## src/rtl/puf_soc_pkg.sv

```systemverilog
// Shared definitions for the RO PUF reader: FSM state codes and default sizing.
`timescale 1ns/100ps
package puf_soc_pkg;

  localparam logic [1:0] ST_IDLE   = 2'd0;
  localparam logic [1:0] ST_SETTLE = 2'd1;
  localparam logic [1:0] ST_COUNT  = 2'd2;
  localparam logic [1:0] ST_DONE   = 2'd3;

  localparam int CNT_W_DEF         = 16;
  localparam int WINDOW_CYCLES_DEF = 1024;
  localparam int SETTLE_CYCLES_DEF = 16;
  localparam int SYNC_STAGES_DEF   = 2;

  function automatic int max_int(input int a, input int b);
    return (a > b) ? a : b;
  endfunction

endpackage

```

## src/rtl/puf_soc_ro_meas_if.sv

```systemverilog
// Request/response and RO signals of the RO PUF reader.
// Count outputs exist only when PUF_SOC_RO_MEAS_CNT_OUT_EN is defined.
`timescale 1ns/100ps
interface puf_soc_ro_meas_if
`ifdef PUF_SOC_RO_MEAS_CNT_OUT_EN
  #(parameter int CNT_W = 16)
`endif
  ;
  // i_start is a level request, sampled only while the reader is idle;
  // o_valid is a one-cycle pulse that qualifies o_resp/o_tie (and o_cnt_*).
  logic       i_start;
  logic       i_ro_a;
  logic       i_ro_b;
  logic [1:0] o_ro_en;
  logic       o_busy;
  logic       o_valid;
  logic       o_resp;
  logic       o_tie;
`ifdef PUF_SOC_RO_MEAS_CNT_OUT_EN
  logic [CNT_W-1:0] o_cnt_a;
  logic [CNT_W-1:0] o_cnt_b;

  modport master (output i_start, i_ro_a, i_ro_b,
                  input  o_ro_en, o_busy, o_valid, o_resp, o_tie, o_cnt_a, o_cnt_b);
  modport slave  (input  i_start, i_ro_a, i_ro_b,
                  output o_ro_en, o_busy, o_valid, o_resp, o_tie, o_cnt_a, o_cnt_b);
`else
  modport master (output i_start, i_ro_a, i_ro_b,
                  input  o_ro_en, o_busy, o_valid, o_resp, o_tie);
  modport slave  (input  i_start, i_ro_a, i_ro_b,
                  output o_ro_en, o_busy, o_valid, o_resp, o_tie);
`endif

endinterface

```

## src/rtl/puf_soc_ro_edge_cnt.sv

```systemverilog
// One RO channel: synchroniser into i_clk, rising-edge detect, saturating edge counter.
`timescale 1ns/100ps
module puf_soc_ro_edge_cnt #(
    parameter int CNT_W       = 16,
    parameter int SYNC_STAGES = 2
) (
    input  logic             i_clk,
    input  logic             i_rst,
    input  logic             i_clr,
    input  logic             i_cnt_en,
    input  logic             i_ro,
    output logic [CNT_W-1:0] o_cnt
);

    logic [SYNC_STAGES-1:0] sync_q;
    logic                   prev_q;
    logic                   rise;

    assign rise = sync_q[SYNC_STAGES-1] & ~prev_q;

    always_ff @(posedge i_clk) begin
        if (i_rst) begin
            sync_q <= '0;
            prev_q <= 1'b0;
            o_cnt  <= '0;
        end else begin
            sync_q <= {sync_q[SYNC_STAGES-2:0], i_ro};
            prev_q <= sync_q[SYNC_STAGES-1];
            // Edges outside the enable window are seen by prev_q but never counted.
            if (i_clr) begin
                o_cnt <= '0;
            end else if (i_cnt_en && rise && (o_cnt != {CNT_W{1'b1}})) begin
                o_cnt <= o_cnt + CNT_W'(1);
            end
        end
    end

endmodule

```

## src/rtl/puf_soc_ro_meas.sv

```systemverilog
// RO PUF reader: enables an RO pair, counts edges over a fixed window, reports A>B.
// Optional count outputs: define PUF_SOC_RO_MEAS_CNT_OUT_EN.
`timescale 1ns/100ps
module puf_soc_ro_meas
    import puf_soc_pkg::*;
#(
    parameter int CNT_W         = CNT_W_DEF,
    parameter int WINDOW_CYCLES = WINDOW_CYCLES_DEF,
    parameter int SETTLE_CYCLES = SETTLE_CYCLES_DEF,
    parameter int SYNC_STAGES   = SYNC_STAGES_DEF
) (
    input logic i_clk,
    input logic i_rst,
    puf_soc_ro_meas_if.slave bus
);

    localparam int TMR_W = $clog2(max_int(WINDOW_CYCLES, SETTLE_CYCLES) + 1);

    logic [1:0]       state;
    logic [1:0]       state_nxt;
    logic [TMR_W-1:0] timer;
    logic [1:0]       ro_en_q;
    logic             resp_q;
    logic             tie_q;
    logic [CNT_W-1:0] cnt_a;
    logic [CNT_W-1:0] cnt_b;
    logic             cnt_clr;
    logic             cnt_en;
    logic             cmp_gt;
    logic             cmp_eq;
    logic             done;

    assign cnt_clr = (state == ST_IDLE) && bus.i_start;
    assign cnt_en  = (state == ST_COUNT);
    assign done    = (state == ST_DONE);
    assign cmp_gt  = (cnt_a > cnt_b);
    assign cmp_eq  = (cnt_a == cnt_b);

    puf_soc_ro_edge_cnt #(.CNT_W(CNT_W), .SYNC_STAGES(SYNC_STAGES)) u_cnt_a (
        .i_clk(i_clk), .i_rst(i_rst), .i_clr(cnt_clr), .i_cnt_en(cnt_en),
        .i_ro(bus.i_ro_a), .o_cnt(cnt_a)
    );

    puf_soc_ro_edge_cnt #(.CNT_W(CNT_W), .SYNC_STAGES(SYNC_STAGES)) u_cnt_b (
        .i_clk(i_clk), .i_rst(i_rst), .i_clr(cnt_clr), .i_cnt_en(cnt_en),
        .i_ro(bus.i_ro_b), .o_cnt(cnt_b)
    );

    always_comb begin
        state_nxt = state;
        case (state)
            ST_IDLE:   if (bus.i_start) state_nxt = ST_SETTLE;
            ST_SETTLE: if (timer == TMR_W'(SETTLE_CYCLES - 1)) state_nxt = ST_COUNT;
            ST_COUNT:  if (timer == TMR_W'(WINDOW_CYCLES - 1)) state_nxt = ST_DONE;
            default:   state_nxt = ST_IDLE;
        endcase
    end

    always_ff @(posedge i_clk) begin
        if (i_rst) begin
            state   <= ST_IDLE;
            timer   <= '0;
            ro_en_q <= 2'b00;
            resp_q  <= 1'b0;
            tie_q   <= 1'b0;
        end else begin
            state   <= state_nxt;
            timer   <= ((state_nxt != state) || (state == ST_IDLE)) ? '0 : timer + TMR_W'(1);
            ro_en_q <= ((state_nxt == ST_SETTLE) || (state_nxt == ST_COUNT)) ? 2'b11 : 2'b00;
            if (done) begin
                resp_q <= cmp_gt;
                tie_q  <= cmp_eq;
            end
        end
    end

    // Counters are final and frozen in DONE, so the live compare is shown there and
    // the captured copy holds the answer until the next DONE.
    assign bus.o_ro_en = ro_en_q;
    assign bus.o_busy  = (state != ST_IDLE);
    assign bus.o_valid = done;
    assign bus.o_resp  = done ? cmp_gt : resp_q;
    assign bus.o_tie   = done ? cmp_eq : tie_q;

`ifdef PUF_SOC_RO_MEAS_CNT_OUT_EN
    logic [CNT_W-1:0] cnt_a_q;
    logic [CNT_W-1:0] cnt_b_q;

    always_ff @(posedge i_clk) begin
        if (i_rst) begin
            cnt_a_q <= '0;
            cnt_b_q <= '0;
        end else if (done) begin
            cnt_a_q <= cnt_a;
            cnt_b_q <= cnt_b;
        end
    end

    assign bus.o_cnt_a = done ? cnt_a : cnt_a_q;
    assign bus.o_cnt_b = done ? cnt_b : cnt_b_q;
`endif

endmodule
```

## src/flat_wrapper.sv

```systemverilog
// flat-port wrapper written by rule: the top's interface ports become plain ports
module puf_soc_ro_meas_flat import puf_soc_pkg::*;
#(
    parameter int CNT_W         = CNT_W_DEF,
    parameter int WINDOW_CYCLES = WINDOW_CYCLES_DEF,
    parameter int SETTLE_CYCLES = SETTLE_CYCLES_DEF,
    parameter int SYNC_STAGES   = SYNC_STAGES_DEF
)
  (i_clk, i_rst, bus_i_start, bus_i_ro_a, bus_i_ro_b, bus_o_ro_en, bus_o_busy, bus_o_valid, bus_o_resp, bus_o_tie);
  puf_soc_ro_meas_if bus_i ();
  input logic i_clk;
  input logic i_rst;
  input wire logic [$bits(bus_i.i_start)-1:0] bus_i_start;
  input wire logic [$bits(bus_i.i_ro_a)-1:0] bus_i_ro_a;
  input wire logic [$bits(bus_i.i_ro_b)-1:0] bus_i_ro_b;
  output wire logic [$bits(bus_i.o_ro_en)-1:0] bus_o_ro_en;
  output wire logic [$bits(bus_i.o_busy)-1:0] bus_o_busy;
  output wire logic [$bits(bus_i.o_valid)-1:0] bus_o_valid;
  output wire logic [$bits(bus_i.o_resp)-1:0] bus_o_resp;
  output wire logic [$bits(bus_i.o_tie)-1:0] bus_o_tie;
  assign bus_i.i_start = bus_i_start;
  assign bus_i.i_ro_a = bus_i_ro_a;
  assign bus_i.i_ro_b = bus_i_ro_b;
  assign bus_o_ro_en = bus_i.o_ro_en;
  assign bus_o_busy = bus_i.o_busy;
  assign bus_o_valid = bus_i.o_valid;
  assign bus_o_resp = bus_i.o_resp;
  assign bus_o_tie = bus_i.o_tie;
  puf_soc_ro_meas #(.CNT_W(CNT_W), .WINDOW_CYCLES(WINDOW_CYCLES), .SETTLE_CYCLES(SETTLE_CYCLES), .SYNC_STAGES(SYNC_STAGES)) u_core (.i_clk(i_clk), .i_rst(i_rst), .bus(bus_i));
endmodule
```

## config.mk

```make
export PLATFORM = sky130hd
export DESIGN_NAME = puf_soc_ro_meas_flat
export DESIGN_NICKNAME = d
export VERILOG_FILES = /design/src/rtl/puf_soc_pkg.sv /design/src/rtl/puf_soc_ro_meas_if.sv /design/src/rtl/puf_soc_ro_edge_cnt.sv /design/src/rtl/puf_soc_ro_meas.sv /design/src/flat_wrapper.sv
export SDC_FILE = /design/constraint.sdc
export NUM_CORES = 1
export LEC_CHECK = 0
export BUFFER_PORTS_ARGS = -buffer_cell sky130_fd_sc_hd__buf_4
export CAP_MARGIN = 20
export CORE_ASPECT_RATIO = 0.8
export CORE_UTILIZATION = 51
export DETAILED_ROUTE_END_ITERATION = 12
export PLACE_DENSITY = 0.72
export SLEW_MARGIN = 5
export SYNTH_ARGS = -nofsm -noshare
export SYNTH_HDL_FRONTEND = slang
export SYNTH_SLANG_ARGS = --single-unit
```

## constraint.sdc

```tcl
create_clock -name i_clk -period 5.25 [get_ports i_clk]
set_input_delay 0 -clock i_clk [delete_from_list [all_inputs] [get_ports i_clk]]
set_output_delay 0 -clock i_clk [all_outputs]
set_load 0.005 [all_outputs]
```

# After elaboration in Yosys (flattened, before gate mapping)
# Cells that the tools add are included.
[totals]
reg_bits = 55
latch_bits = 0
ramBits = 0
romBits = 0
inputBits = 5
out_inout_bits = 6
memories = 0
[op_classes]
addsub = 3
n_mul = 0
div = 0
order_cmp = 1
n_eq_ne = 11
n_shift = 0
n_mux = 7
bitwise_logic = 4
n_reduce_logical = 11
[op_table]
columns = ["cell", "count"]
rows = [
  ["$add A16 B1 Y16 const B", 2],
  ["$ne A16 B16 Y1 const B", 2],
  ["$eq A16 B16 Y1", 1],
  ["$gt A16 B16 Y1", 1],
  ["$add A11 B1 Y11 const B", 1],
  ["$eq A11 B10 Y1 const B", 1],
  ["$eq A11 B4 Y1 const B", 1],
  ["$mux W2", 4],
  ["$eq A2 B2 Y1 const B", 3],
  ["$pmux W2 S3", 1],
  ["$logic_and A1 B1 Y1", 5],
  ["$eq A2 B1 Y1 const B", 2],
  ["$reduce_or A2 Y1", 2],
  ["$and A1 B1 Y1", 2],
  ["$logic_not A2 Y1", 1],
  ["$logic_or A1 B1 Y1", 2],
  ["$mux W1", 2],
  ["$ne A2 B2 Y1", 1],
  ["$not A1 Y1", 2],
  ["$reduce_bool A2 Y1", 1],
]

# Depth between registers and ports, before layout
[logic_depth]
ltp_word = 6
mapped_depth = 7
mapped_depth_nobuf = 6

# Hierarchy
# Synthesis repeated with hierarchy kept, for this count alone.
[unflattened]
cells_unflattened = 355
area_unflattened_um2 = 3025.4
[by_module_without_submodules]
columns = ["module", "instances", "cells_per_inst", "area_per_inst_um2", "seq_area_each_um2"]
rows = [
  ["puf_soc_ro_edge_cnt", 2, 106, 917.1, 380.4],
  ["puf_soc_ro_meas", 1, 143, 1191.1, 320.3],
]

# Least setup slack after synthesis
# Ideal clock, no wire load.
[synth_timing]
path_kind = "reg-to-reg"
start = "reg u_core.u_cnt_a.o_cnt[1]"
end = "reg u_core.u_cnt_a.o_cnt[14]"
setup_time_ns = 0.135
arrival_ns = 1.651
required_ns = 5.115
slack_ns = 3.463
path_stages_with_launch = 6
n_path_buf = 0
synth_period_minus_slack_ns = 1.787
cell_sequence = "dfxtp_1 ha_1 nand2_1 or4_1 o311ai_0 o41ai_1"
[synth_via]
elab_chain_len = 2
elab_cells_between_ends = 3
cone_classes = "add/sub (1); eq/ne (1); reduce/logical (1)"
[synth_lines]
columns = ["item", "line", "text"]
rows = [
  ["start: declaration", "puf_soc_ro_edge_cnt.sv:12", "output logic [CNT_W-1:0] o_cnt"],
  ["start signal: assignment", "puf_soc_ro_edge_cnt.sv:33", "o_cnt <= o_cnt + CNT_W'(1);"],
  ["branches (longest 2 deep; another with $add A16 B1 Y16)", "n/a", ""],
]
# Parallel ways; which one is timed is not known.
# A chain may end at the register's enable or synchronous reset.

# Worst setup path in the final report
[layout_timing]
start = "reg u_core.u_cnt_b.o_cnt[10]"
end = "out bus_o_resp"
[layout_via]
elab_chain_len = 2
[layout_lines]
columns = ["item", "line", "text"]
rows = [
  ["start: declaration", "puf_soc_ro_edge_cnt.sv:12", ""],
  ["start signal: assignment", "puf_soc_ro_edge_cnt.sv:33", ""],
  ["$gt A16 B16 Y1", "puf_soc_ro_meas.sv:36", "assign cmp_gt = (cnt_a > cnt_b);"],
  ["$mux W1", "puf_soc_ro_meas.sv:82", "assign bus.o_resp = done ? cmp_gt : resp_q;"],
  ["end: declaration", "flat_wrapper.sv:19", "output wire logic [$bits(bus_i.o_resp)-1:0] bus_o_resp;"],
]
# Every way passes these cells.

==> out/results.ini <==
[outcome]
status=completed

[finish]
most-common-layout-cells=dfxtp_1, nand2_1, a21oi_1
drive_gt1_frac=0.0781
diodes=0
layout_commonest_cell=dfxtp_1
nets=407
area_growth_syn_to_layout_pct=9.14
n_fill_cell=544

[setup_path]
start_kind=register
crit_type=reg2out
cp_top_family=simple AND/OR/NAND/NOR gates
worst_ep_required_time_ns=5.25
critPathArrivalTime_ns=2.47
worst-path-buf-inv=2
cp_slowest_stage_delay_ns=0.50
cp_max_fo=6
cp_cell_sequence=inv_1 > ha_1 > nand4_1 > nor4_1 > o21ai_0 > a31oi_1 > buf_4
critical_path_depth=7
crit_slowest_cell=nor4_1
endpoint_kind=output port
r2r_cells=4

[clock_network]
cts_tree=yes
root_buffer=clkbuf_8
numCtsBuffers=5
htreeDepth=2
clockBufferDepth=2
clkSlewWorstSetupHoldPaths_ns=0.11
clock_latency_ns=0.31
post_cts_buffers=0
cts_sinks=54

[synth]
synth_area_sq_um=3090
synth_top_area_cell=dfxtp_1
synth-edff-count=0
yosysSeqAreaShare=0.349
synth_ff_type=dfxtp_1
ys_ff_latch=54
async_flop_share=0
synth_area_per_cell_sq_um=8.25
synth_area_leaders=dfxtp_1, ha_1, nand2_1, a21oi_1, nand4_1
netlist.area_leader.share=0.349
postSynthCellCount=375
synth_nets=399
synth_cell_type_count=52
yosys_warnings=0

[floorplanning]
start_util=0.548
fp-row-count=24
io_pins=11
die_w_um=89.1
die-height_um=71.7
core_sq_um=5650
fp.dieArea_sq_um=6380

[routing]
dr.first_iter.drc_count=161
routedWlPerCell_um=15.4
drtAntennaViolNets=0
dr.pass1.iters=5
wirelength_mm=7.11
avgViaCountPerCell=6.14
route.detailed.drc=0
route.vias.total=2836

[global_route]
grt_pass1_vias=2542
grtUsageTotal=0.237
overflow=0
grt_start_max_net_pins=23
grt_first_pass_wirelength_mm=11.8
antenna_found_initial=0

[timing]
period_share=0.470
final-hold-violation-count=0
maxSlewViolCount=0
max-slew-margin-rel=0.487
setup_viol=0
tightestPinTransition_ns=0.767
fin_tns_setup_ns=0
grt_setup_unrepaired=no
clock_skew_ns=0.00560
fin_crit_ns=2.47
timing.fmax_mhz=405

[min_path]
worstHoldPathCells=5
holdCritPathClass=in2reg

[job]
maxCapViolations=0

[power_and_ir_drop]
clkPwrFrac=0.398
vdd_drop_max_uv=173
p_sw_frac=0.229
p_int_mw=0.571
p_seq_frac=0.562
leakagePower_nw=1.11
p_switching_mw=0.170
finalPower_mw=0.740
pwr-share-comb=0.040
p_per_area_nw_per_um2=219

[placement]
io_buffers=10
place_congestion=0.860
dpl.hpwl_mm=5.07

## worst reg2reg max path, cell delays in order, from the launching register on
cell and delay [ns]:
dfxtp_1 0.60, nand4bb_1 0.44, or3_1 0.58, or4_1 0.50, a21oi_1 0.14
## routing by layer
layer / vias to the layer above / track usage / part of all wire
li1: 1412 / - / -
met5: - / 0 / 0
met1: 1324 / 0.351 / 0.48
met3: 9 / 0.0461 / 0.069
met2: 91 / 0.357 / 0.44
met4: 0 / 0.0511 / 0.0090
## through the flow
| step | hold slack, ns | utilization | cell area [sq um] | worst slack (ns) | std cells |
|---|---|---|---|---|---|
| finish | 0.0525 | 0.598 | 3380 | 2.78 | 462 |
| global route | 0.0827 | 0.598 | 3380 | 2.57 | 462 |
| CTS | 0.0421 | 0.597 | 3370 | 2.78 | 461 |
| detailed placement | 0.224 | 0.569 | 3210 | 2.98 | 449 |
| global placement | 0.216 | 0.567 | 3200 | 2.77 | 448 |
| floorplan | 0.128 | - | 3090 | 3.46 | 375 |
## synth_stat cells, drive strengths merged (2+ instances only)
library cell   n
or4b           2
nand2         39
nor3b          2
inv           23
dfxtp         54
a21oi         28
a2111o         3
nand4         19
or2            3
nor4           8
o21ai         11
ha            19
or4            9
nor2          24
a31oi          2
nand4b         3
and4           4
nor3           9
xnor2          8
a211oi         6
or3           10
nand3         14
and3           2
o311ai         3
and2           4
clkbuf         8
nor2b          7
o31ai          7
o41ai          6
o21a           4
buf            9
a21o           2
nand2b         3
mux2i          7
## sequential cells by signal (all words and copies together), names as in the netlist
register and count:
u_core.u_cnt_a.sync_q 2, u_core.u_cnt_b.prev_q 1, u_core.timer 11, u_core.u_cnt_a.prev_q 1, u_core.u_cnt_b.o_cnt 16, u_core.resp_q 1, u_core.u_cnt_b.sync_q 2, u_core.bus.o_ro_en 1
u_core.u_cnt_a.o_cnt 16, u_core.tie_q 1, u_core.state 2
## final cells by class
class / count / area, sq um / area share
Clock buffer: 5 / 68.8 / 0.0204
Clock inverter: 3 / 47.5 / 0.0141
Inverter: 23 / 86.3 / 0.0256
Multi-Input combinational cell: 281 / 1850 / 0.547
Sequential cell: 54 / 1080 / 0.320
Tap cell: 78 / 97.6 / 0.0289
Timing Repair Buffer: 18 / 148 / 0.0437
## final timing paths
path,startpoint,endpoint,slack [ns]
worst max-delay path,u_core.u_cnt_b.o_cnt[10],bus_o_resp,2.78
worst min-delay path,bus_i_start,u_core.bus.o_ro_en[0],0.05
worst max register to register,u_core.state[1],u_core.u_cnt_b.o_cnt[8],2.94
worst min register to register,u_core.u_cnt_a.sync_q[0],u_core.u_cnt_a.sync_q[1],0.45
## kinds of logic (layout without fill, tap and decap cells)
family	after synthesis	count (layout)	share of synthesized area
compound gates	80	80	0.173
xor+xnor	9	9	0.0255
fa+ha+maj	19	19	0.0768
buf+inv	40	49	0.0534
flops	54	54	0.349
mux	7	7	0.0226
simple gates	166	166	0.300
## power by group through the flow
stage | Combinational, mW | Sequential [mW] | Clock [mW]
after floorplan | 0.0194 | 0.424 | 0
after global placement | 0.0265 | 0.425 | 0
after detailed placement | 0.0267 | 0.426 | 0
after CTS | 0.0291 | 0.416 | 0.304
after global routing | 0.0324 | 0.417 | 0.314
final | 0.0293 | 0.416 | 0.295
## repair_timing
| item | CTS | global route |
|---|---|---|
| hold buffers | 4 | 0 |
| endpoints found under the hold margin | 10 | 0 |
| gates resized for setup | 0 | 0 |
Note: power is estimated with default switching activity, not from simulation.
